[config.mk]
export PLATFORM = sky130hd
export DESIGN_NAME = ucaspian_metric_bank_flat
export DESIGN_NICKNAME = d
export VERILOG_FILES = /design/src/rtl/ucaspian_metric_bank_if.sv /design/src/rtl/ucaspian_metric_bank.sv /design/src/flat_wrapper.sv
export SDC_FILE = /design/constraint.sdc
export NUM_CORES = 1
export LEC_CHECK = 0
export ABC_AREA = 1
export CORE_ASPECT_RATIO = 1.75
export CORE_MARGIN = 3
export CORE_UTILIZATION = 45
export DETAILED_ROUTE_END_ITERATION = 10
export SETUP_SLACK_MARGIN = 0.2
export SLEW_MARGIN = 15
export SYNTH_ARGS = -nofsm -noshare
export SYNTH_HDL_FRONTEND = slang
export SYNTH_HIERARCHICAL = 1
export SYNTH_SLANG_ARGS = --single-unit
export TNS_END_PERCENT = 5
[constraint.sdc]
create_clock -name clk -period 3.03 [get_ports clk]
set_input_delay 0.4545 -clock clk [delete_from_list [all_inputs] [get_ports clk]]
set_output_delay 0.4545 -clock clk [all_outputs]
set_load 0.05 [all_outputs]
[src/rtl/ucaspian_metric_bank_if.sv]
// Byte-serial metric read bus between the packet decoder (master) and the metric bank (slave).
interface ucaspian_metric_bank_if;
   logic [7:0] metric_addr;
   logic       metric_read;
   logic [7:0] metric_value;
   logic       metric_send;

   modport master (output metric_addr, metric_read, input  metric_value, metric_send);
   modport slave  (input  metric_addr, metric_read, output metric_value, metric_send);
endinterface

[src/rtl/ucaspian_metric_bank.sv]
// Bank of NUM_CNT event counters with a byte-serial read port, tear-free multi-byte reads via a
// shared snapshot, optional clear-on-read and optional saturation.
module ucaspian_metric_cnt #(
   parameter int CNT_W         = 32,
   parameter int SATURATE      = 0,
   parameter int CLEAR_ON_READ = 1
) (
   input  logic             clk,
   input  logic             reset,
   input  logic             clear,
   input  logic             inc,
   input  logic             rd_msb,
   output logic [CNT_W-1:0] cnt_q
);
   logic [CNT_W-1:0] cnt_d;

   always_comb begin
      cnt_d = cnt_q;
      if (clear) begin
         cnt_d = '0;
      end else if ((CLEAR_ON_READ != 0) && rd_msb) begin
         // restart from this cycle's event so nothing is lost across the read
         cnt_d = CNT_W'(inc);
      end else if (inc) begin
         if (&cnt_q) cnt_d = (SATURATE != 0) ? cnt_q : '0;
         else        cnt_d = cnt_q + CNT_W'(1);
      end
   end

   always_ff @(posedge clk) begin
      if (reset) cnt_q <= '0;
      else       cnt_q <= cnt_d;
   end
endmodule

module ucaspian_metric_bank #(
   parameter int NUM_CNT       = 3,
   parameter int CNT_W         = 32,
   parameter int SATURATE      = 0,
   parameter int CLEAR_ON_READ = 1
) (
   input  logic                 clk,
   input  logic                 reset,
   input  logic                 clear,
   input  logic [NUM_CNT-1:0]   inc,
   ucaspian_metric_bank_if.slave mif
);
   localparam int BYTES  = CNT_W / 8;
   localparam int NBYTES = NUM_CNT * BYTES;
   localparam int IDX_W  = (NUM_CNT > 1) ? $clog2(NUM_CNT) : 1;
   localparam int BI_W   = (BYTES > 1) ? $clog2(BYTES) : 1;

   if (NUM_CNT < 1 || NUM_CNT > 16) begin : g_bad_num
      $error("NUM_CNT must be 1..16");
   end
   if (CNT_W < 8 || CNT_W > 64 || (CNT_W % 8) != 0) begin : g_bad_w
      $error("CNT_W must be a multiple of 8 in 8..64");
   end
   if (1 + NBYTES > 256) begin : g_bad_map
      $error("address map does not fit in 8 bits");
   end

   logic [NUM_CNT-1:0][CNT_W-1:0] cnt;
   logic [NUM_CNT-1:0]            rd_msb;
   logic [CNT_W-1:0]              snap_q, snap_d, src;
   logic [7:0]                    value_q, value_d, rd_byte;
   logic                          send_q, send_d;
   logic                          accept, in_range, msb_sel;
   logic [8:0]                    off;
   logic [IDX_W-1:0]              sel;
   logic [BI_W-1:0]               bsel;

   for (genvar g = 0; g < NUM_CNT; g++) begin : g_cnt
      ucaspian_metric_cnt #(
         .CNT_W(CNT_W), .SATURATE(SATURATE), .CLEAR_ON_READ(CLEAR_ON_READ)
      ) u_cnt (
         .clk(clk), .reset(reset), .clear(clear), .inc(inc[g]),
         .rd_msb(rd_msb[g]), .cnt_q(cnt[g])
      );
   end

   // address decode: 1 + i*BYTES + j -> counter i, byte j (j=0 is MSB)
   always_comb begin
      off      = {1'b0, mif.metric_addr} - 9'd1;
      in_range = (mif.metric_addr != 8'd0) && (off < 9'(NBYTES));
      sel      = '0;
      bsel     = '0;
      for (int i = 0; i < NUM_CNT; i++) begin
         if (off >= 9'(i * BYTES) && off < 9'((i + 1) * BYTES)) begin
            sel  = IDX_W'(i);
            bsel = BI_W'(off - 9'(i * BYTES));
         end
      end
      msb_sel = in_range && (bsel == '0);
   end

   always_comb begin
      accept = mif.metric_read && !send_q;
      // MSB read returns the live counter (which is what gets snapshotted); others the snapshot
      src    = msb_sel ? cnt[sel] : snap_q;
      if (mif.metric_addr == 8'd0)  rd_byte = 8'(NUM_CNT);
      else if (!in_range || clear)  rd_byte = 8'd0;
      else                          rd_byte = 8'(src >> (8 * (BYTES - 1 - int'(bsel))));

      rd_msb = '0;
      for (int i = 0; i < NUM_CNT; i++)
         rd_msb[i] = accept && msb_sel && (sel == IDX_W'(i));

      snap_d = snap_q;
      if (clear)                  snap_d = '0;
      else if (accept && msb_sel) snap_d = cnt[sel];

      value_d = accept ? rd_byte : value_q;

      send_d = send_q;
      if (accept)                 send_d = 1'b1;
      else if (!mif.metric_read)  send_d = 1'b0;
   end

   always_ff @(posedge clk) begin
      if (reset) begin
         snap_q  <= '0;
         value_q <= '0;
         send_q  <= 1'b0;
      end else begin
         snap_q  <= snap_d;
         value_q <= value_d;
         send_q  <= send_d;
      end
   end

   assign mif.metric_value = value_q;
   assign mif.metric_send  = send_q & mif.metric_read;
endmodule

[src/flat_wrapper.sv]
// flat-port wrapper written by rule: the top's interface ports become plain ports
module ucaspian_metric_bank_flat 
#(
   parameter int NUM_CNT       = 3,
   parameter int CNT_W         = 32,
   parameter int SATURATE      = 0,
   parameter int CLEAR_ON_READ = 1
)
  (clk, reset, clear, inc, mif_metric_addr, mif_metric_read, mif_metric_value, mif_metric_send);
  ucaspian_metric_bank_if mif_i ();
  input  logic clk;
  input  logic reset;
  input  logic clear;
  input  logic [NUM_CNT-1:0] inc;
  input wire logic [$bits(mif_i.metric_addr)-1:0] mif_metric_addr;
  input wire logic [$bits(mif_i.metric_read)-1:0] mif_metric_read;
  output wire logic [$bits(mif_i.metric_value)-1:0] mif_metric_value;
  output wire logic [$bits(mif_i.metric_send)-1:0] mif_metric_send;
  assign mif_i.metric_addr = mif_metric_addr;
  assign mif_i.metric_read = mif_metric_read;
  assign mif_metric_value = mif_i.metric_value;
  assign mif_metric_send = mif_i.metric_send;
  ucaspian_metric_bank #(.NUM_CNT(NUM_CNT), .CNT_W(CNT_W), .SATURATE(SATURATE), .CLEAR_ON_READ(CLEAR_ON_READ)) u_core (.clk(clk), .reset(reset), .clear(clear), .inc(inc), .mif(mif_i));
endmodule
==> results of run 1 <==
-- worst max-delay path: cells and delay by family --
kind	cells	cell delay, ns
and+or+nand+nor	10	1.32
buffers and inverters	3	0.73
adders and majority gates	1	0.22
AOI/OAI and AO/OA	1	0.14
-- worst paths after layout --
kind                       from                          to  slack [ns]
min           u_core/snap_q[16]           u_core/snap_q[16]        0.46
min reg2reg   u_core/snap_q[16]           u_core/snap_q[16]        0.46
max          mif_metric_addr[0]  u_core/mif.metric_value[3]        0.50
max reg2reg       u_core/send_q           u_core/snap_q[16]        1.22
-- cells by family after synthesis --
| family | after synthesis |
|---|---|
| adders and majority gates | 4 |
| DFF | 137 |
| xor gates and xnor gates | 33 |
| AOI/OAI and AO/OA | 156 |
| buffers and inverters | 148 |
| and+or+nand+nor | 821 |
-- layout make-up --
cell class	instances	area share
Sequential cell	137	0.282
Tap cell	234	0.0301
Timing Repair Buffer	59	0.0566
Multi-Input combinational cell	1014	0.525
Inverter	119	0.0459
Clock inverter	7	0.00926
Clock buffer	24	0.0516
-- cells in the mapped netlist --
library cell    n
o31ai_1         6
clkinv_1        2
o21ai_0        20
o22ai_1         7
a21oi_2         3
o21bai_1        4
o221ai_1       17
xor2_1          9
nand2_1       342
nor2b_2         3
or2_2           9
clkbuf_1       11
nand3_4         1
a21boi_1        1
nand3_2        10
buf_6           6
a211oi_1        6
o2111ai_1       5
a21oi_1        63
nand4_2         1
buf_2           9
a21oi_4         1
and3_1          6
buf_4           3
o21ai_2         1
inv_2           5
nand4_4         3
nor2_2         22
o21ai_1        22
inv_1         112
nand2_4         6
dfxtp_1       137
and2_1          3
xnor2_1        24
ha_1            4
nor2_1        247
nand2_2        15
nand3b_1       17
nor2_4         23
nand3_1        81
or2_0           7
nor3_1         12
nand4_1        13
-- per-stage QoR --
stage	power, mW	cells	instance area [sq um]	hold WS (ns)
after global placement	2.09	1563	9140	0.451
after CTS	4.19	1594	9730	0.458
final	4.15	1594	9730	0.456
after detailed placement	2.09	1563	9140	0.449
after global routing	4.30	1594	9730	0.483
after floorplan	1.99	1299	8470	0.438
-- per-layer routing --
layer	vias to the layer above	GRT usage
met3	88	0.0380
met1	3920	0.301
met2	280	0.494
met5	-	0
met4	0	0.151
li1	4293	-
-- power groups by stage --
stage | Combinational, mW | Clock, mW | Sequential [mW]
6_report | 0.238 | 2.10 | 1.82
5_1_grt | 0.260 | 2.22 | 1.82
4_1_cts | 0.237 | 2.14 | 1.82
3_5_place_dp | 0.236 | 0 | 1.86
3_3_place_gp | 0.235 | 0 | 1.86
2_1_floorplan | 0.136 | 0 | 1.86
-- flip-flops by register name, summed over array words and instances (netlist names) --
name	cells
u_core/send_q	1
u_core/snap_q	32
u_core/mif.metric_value	8
u_core/g_cnt.u_cnt/cnt_q	96
==> impl_metrics.tcl, run 1 <==
set metrics [dict create \
    fin_setup_tns_ns 0 \
    synth_nets 1318 \
    vias 8581 \
    path_cells "clkdlybuf4s50_1, inv_2, ha_1, nand2_1, nor2_1, nand2_1, nand3_1, nor2_4, buf_4, nand2_2, nor2_2, nand3_1, nand3_1, nand3_1, a21oi_1" \
    seqCellArea_sq_um 2740 \
    max_cap_viol_count 0 \
    cts_tree "yes" \
    criticalPathCategory "in2reg" \
    cts.sinks 137 \
    route.met3.wl_mm 1.27 \
    globalRouteOverflowTotal 0 \
    place_ws_ns 0.0872 \
    holdBufCountCts 0 \
    arrival_ns 2.89 \
    synth_xor_area_frac 0.0341 \
    synth_seq_cells 137 \
    cp_data_required_time_ns 3.39 \
    fin_nets 1367 \
    multi_input_area_sq_um 5100 \
    hold_path.class "reg2reg" \
    syn_avg_cell_area_sq_um 6.52 \
    grt_pass1_vias 8280 \
    finalMaxSlewViolations 0 \
    drt_pass1_iterations 8 \
    worstSetupStartpointType "primary input" \
    cts.path.max_buffers 2 \
    reg2reg_depth 6 \
    die_x_microns 110 \
    synth_top_family_by_area "simple AND/OR/NAND/NOR gates" \
    switching_share 0.229 \
    die_h_microns 187 \
    end_kind "flip-flop" \
    post_cts_buffers 0 \
    drt_iter0_markers 631 \
    ir_worst_vdd_v 0.000324 \
    clkSlewWorstSetupHoldPaths_ns 0.05 \
    wire_per_inst_microns 17.1 \
    synthSimpleGateAreaFrac 0.451 \
    clock_latency_ns 0.43 \
    fillers 1885 \
    layout-drive-gt1-share 0.124 \
    grt_max_degree 34 \
    layout_min_cycle_time_ns 2.53 \
    synth_top_area_frac 0.324 \
    synth_top_area_cell "dfxtp_1" \
    syn2layout_area_growth_pct 14.9 \
    setup_viol_count_final 0 \
    antenna_found_initial 0 \
    synth_cells 1299 \
    synth_warnings 6 \
    htreeDepth 4 \
    outcome "completed" \
    port_buffers 23 \
    yosysSeqAreaShare 0.324 \
    p_switching_mw 0.951 \
    fin_worst_skew_ns 0.00558 \
    slew_headroom 0.653 \
    place_congestion 0.973 \
    grt_setup_unrepaired "no" \
    holdPathStages 2 \
    die_area_sq_um 20600 \
    cp_max_fo 13 \
    mostFrequentLayoutCells "nand2_1 (342), nor2_1 (246), dfxtp_1 (137)" \
    p_per_area_nw_per_um2 427 \
    dp_hpwl_mm 21.5 \
    slowest_delay_ns 0.49 \
    comb_power_share 0.057 \
    ant_nets 0 \
    drt-met1-wl_mm 10.4 \
    cpMostUsedCell "nand3_1" \
    synthMuxAreaShare 0 \
    power.internal_mw 3.20 \
    ios 24 \
    worst_slack_ns 0.500 \
    synth_fa_ha_area_frac 0.00591 \
    grt_use_total 0.275 \
    ctsRootBufferMaster "clkbuf_16" \
    syn_area_sq_um 8470 \
    totalWireLength_mm 27.2 \
    fin_crit_sh 0.835 \
    wl_met2_mm 14.1 \
    cpMaxStageDelayCell "clkdlybuf4s50_1" \
    seq_power_share 0.437 \
    post_cts_resized 0 \
    synth-compound-area-share 0.111 \
    max_freq_mhz 395 \
    vias_per_cell 5.38 \
    p_clk_frac 0.506 \
    grt_pass1_wl_mm 43.4 \
    num_antenna_cells 0 \
    ys_types 43 \
    core-area_sq_um 18200 \
    numCtsBuffers 17 \
    synth.area.top_cells "dfxtp_1 (32%), nand2_1 (15%), nor2_1 (11%), inv_1 (5.0%), nand3_1 (4.8%)" \
    routed.top_layer "met4" \
    final_common_cell "nand2_1" \
    cellLeakagePower_nw 3.43 \
    final_core_util 0.534 \
    start_util 0.465 \
    drcViolationCount 0 \
    num_rows 65 \
    hold_violations 0 \
    tightest_slew_ns 0.519 \
]
No activity file was read; power rests on OpenSTA's default activity.
==> run 2, diff against run 1 <==
==> constraint.sdc (replaced) <==
create_clock -name clk -period 2.05 [get_ports clk]
set_input_delay 0.3075 -clock clk [delete_from_list [all_inputs] [get_ports clk]]
set_output_delay 0.3075 -clock clk [all_outputs]
set_load 0.05 [all_outputs]
==> impl_metrics.tcl, run 2 (synthesis gave the netlist of run 1 again) <==
set metrics [dict create \
    arrival_ns 2.25 \
    drcViolationCount 0 \
    final_cell_area_sq_um 11200 \
    dp_hpwl_mm 22.9 \
    cellLeakagePower_nw 4.13 \
    syn2layout_area_growth_pct 31.9 \
    slowest_delay_ns 0.19 \
    core-area_sq_um 18200 \
    critPathTopFamily "simple AND/OR/NAND/NOR gates" \
    path_depth 19 \
    num_rows 65 \
    layout-drive-gt1-share 0.233 \
    drt_iter0_markers 585 \
    ant_nets 0 \
    fin_worst_skew_ns 0.00901 \
    largest_register_ff_count 96 \
    cts.path.max_buffers 2 \
    max_cap_viol_count 0 \
    cp_max_fo 7 \
    finalMaxSlewViolations 0 \
    clock_latency_ns 0.43 \
    tightest_slew_ns 0.507 \
    grt_pass1_vias 8880 \
    antenna_found_initial 0 \
    die_h_microns 187 \
    dp_cells 1632 \
    holdPathStages 2 \
    globalRouteOverflowTotal 0 \
    clkSlewWorstSetupHoldPaths_ns 0.06 \
    critPathBufInv 6 \
    criticalPathCategory "in2reg" \
    r2r_setup_slack_ns 0.22 \
    fin_cells 1699 \
    ios 24 \
    fin_crit_sh 0.916 \
    cpMostUsedCell "nor2_4" \
    num_antenna_cells 0 \
    detailed_place.area_sq_um 9790 \
    worstSetupStartpointType "primary input" \
    max_freq_mhz 533 \
    vias 9074 \
    mostFrequentLayoutCells "nand2_1 (321), nor2_1 (233), dfxtp_1 (137)" \
    cpMaxStageDelayCell "nor2_4" \
    reg2reg_depth 9 \
    place_congestion 0.984 \
    die_area_sq_um 20600 \
    slew_headroom 0.661 \
    path_cells "buf_6, nor2_4, nand2_8, nor2_4, nand2_2, buf_4, nand3_4, nor2_4, nand4_4, nor2_4, inv_2, buf_12, nor2_4, nor2_4, inv_2, a21oi_4, clkbuf_16, nand2_2, nor2_1" \
    grt_setup_unrepaired "yes" \
    cts.sinks 137 \
    start_util 0.465 \
    fin_nets 1471 \
    end_kind "flip-flop" \
    wire_per_inst_microns 17.6 \
    port_buffers 23 \
    htreeDepth 4 \
    grt_use_total 0.296 \
    p_per_area_nw_per_um2 606 \
    regMostFlops "u_core/g_cnt.u_cnt/cnt_q" \
    fillers 1734 \
    grt_max_degree 26 \
    hold_path.class "reg2reg" \
    outcome "completed" \
    ir_worst_vdd_v 0.000419 \
    final_core_util 0.613 \
    ctsRootBufferMaster "clkbuf_16" \
    drt_pass1_iterations 5 \
    vias_per_cell 5.34 \
    final_common_cell "nand2_1" \
    cts_tree "yes" \
    die_x_microns 110 \
    setup_viol_count_final 0 \
    layout_min_cycle_time_ns 1.88 \
    numCtsBuffers 17 \
    hold_violations 0 \
    cp_data_required_time_ns 2.42 \
    grt_pass1_wl_mm 46.5 \
    totalWireLength_mm 29.9 \
]
## run 2: cell count changes in the layout (fill, tap and decap cells not counted), sizes merged
cell | before | now
buf | 36 | 146
clkdlybuf4s50 | 23 | 13
bufinv | 2 | 6
clkbuf | 24 | 20
clkinvlp | 2 | 4
dlygate4sd2 | 0 | 2
clkinv | 5 | 6
## run 2: final cells by class
cell class                 count  area [sq um]  area share
multi-input combinational   1014          5450       0.488
sequential                   137          2740       0.246
clock buffer                  18           429      0.0384
timing repair buffer         163          1560       0.139
inverter                     119           453      0.0406
tap                          234           293      0.0262
clock inverter                14           246      0.0221
## run 2: final timing paths
path                                  start                               to
max                      mif_metric_addr[1]  u_core/g_cnt[0].u_cnt/cnt_q[22]
min              u_core/mif.metric_value[4]       u_core/mif.metric_value[4]
max reg2reg  u_core/g_cnt[0].u_cnt/cnt_q[0]  u_core/g_cnt[0].u_cnt/cnt_q[19]
min reg2reg      u_core/mif.metric_value[4]       u_core/mif.metric_value[4]
## run 2: worst register-to-register path: stages (launching register included)
cell,delay (ns)
dfxtp_1,0.52
ha_1,0.30
nand2_2,0.10
nor2_4,0.19
nand2_4,0.10
nor2_4,0.17
a21oi_4,0.10
clkbuf_16,0.18
nand2_2,0.05
nor2_1,0.03
## run 2: timing repair
item / CTS / global route
buffers inserted: 18 / 13
hold endpoints to repair: 0 / 0
gates cloned: 2 / 2
endpoints found under the setup margin: 144 / 142
hold buffers: 0 / 0
pin swaps: 21 / 41
gates resized for setup: 63 / 63
## run 2: metrics by stage
step / setup TNS (ns) / hold slack (ns) / total power [mW] / worst slack (ns)
floorplan: -19.14 / 0.401 / 2.97 / -0.269
global placement: -74.66 / 0.447 / 3.16 / -0.653
detailed placement: -76.38 / 0.450 / 3.16 / -0.646
CTS: 0 / 0.459 / 6.76 / 0.153
global route: 0 / 0.487 / 6.97 / 0.0762
finish: 0 / 0.462 / 6.76 / 0.173
## run 2: report_power, final
part,switching [mW],internal [mW]
logic,0.294,0.233
clock network,1.26,2.29
registers,0.0120,2.67
total,1.57,5.20
## run 2: per-layer routing
layer | share of wire | wire, microns | global-route usage
met1 | 0.36 | 10800 | 0.309
met2 | 0.52 | 15600 | 0.526
met3 | 0.041 | 1240 | 0.0487
met4 | 0.075 | 2240 | 0.198
met5 | 0 | 0 | 0
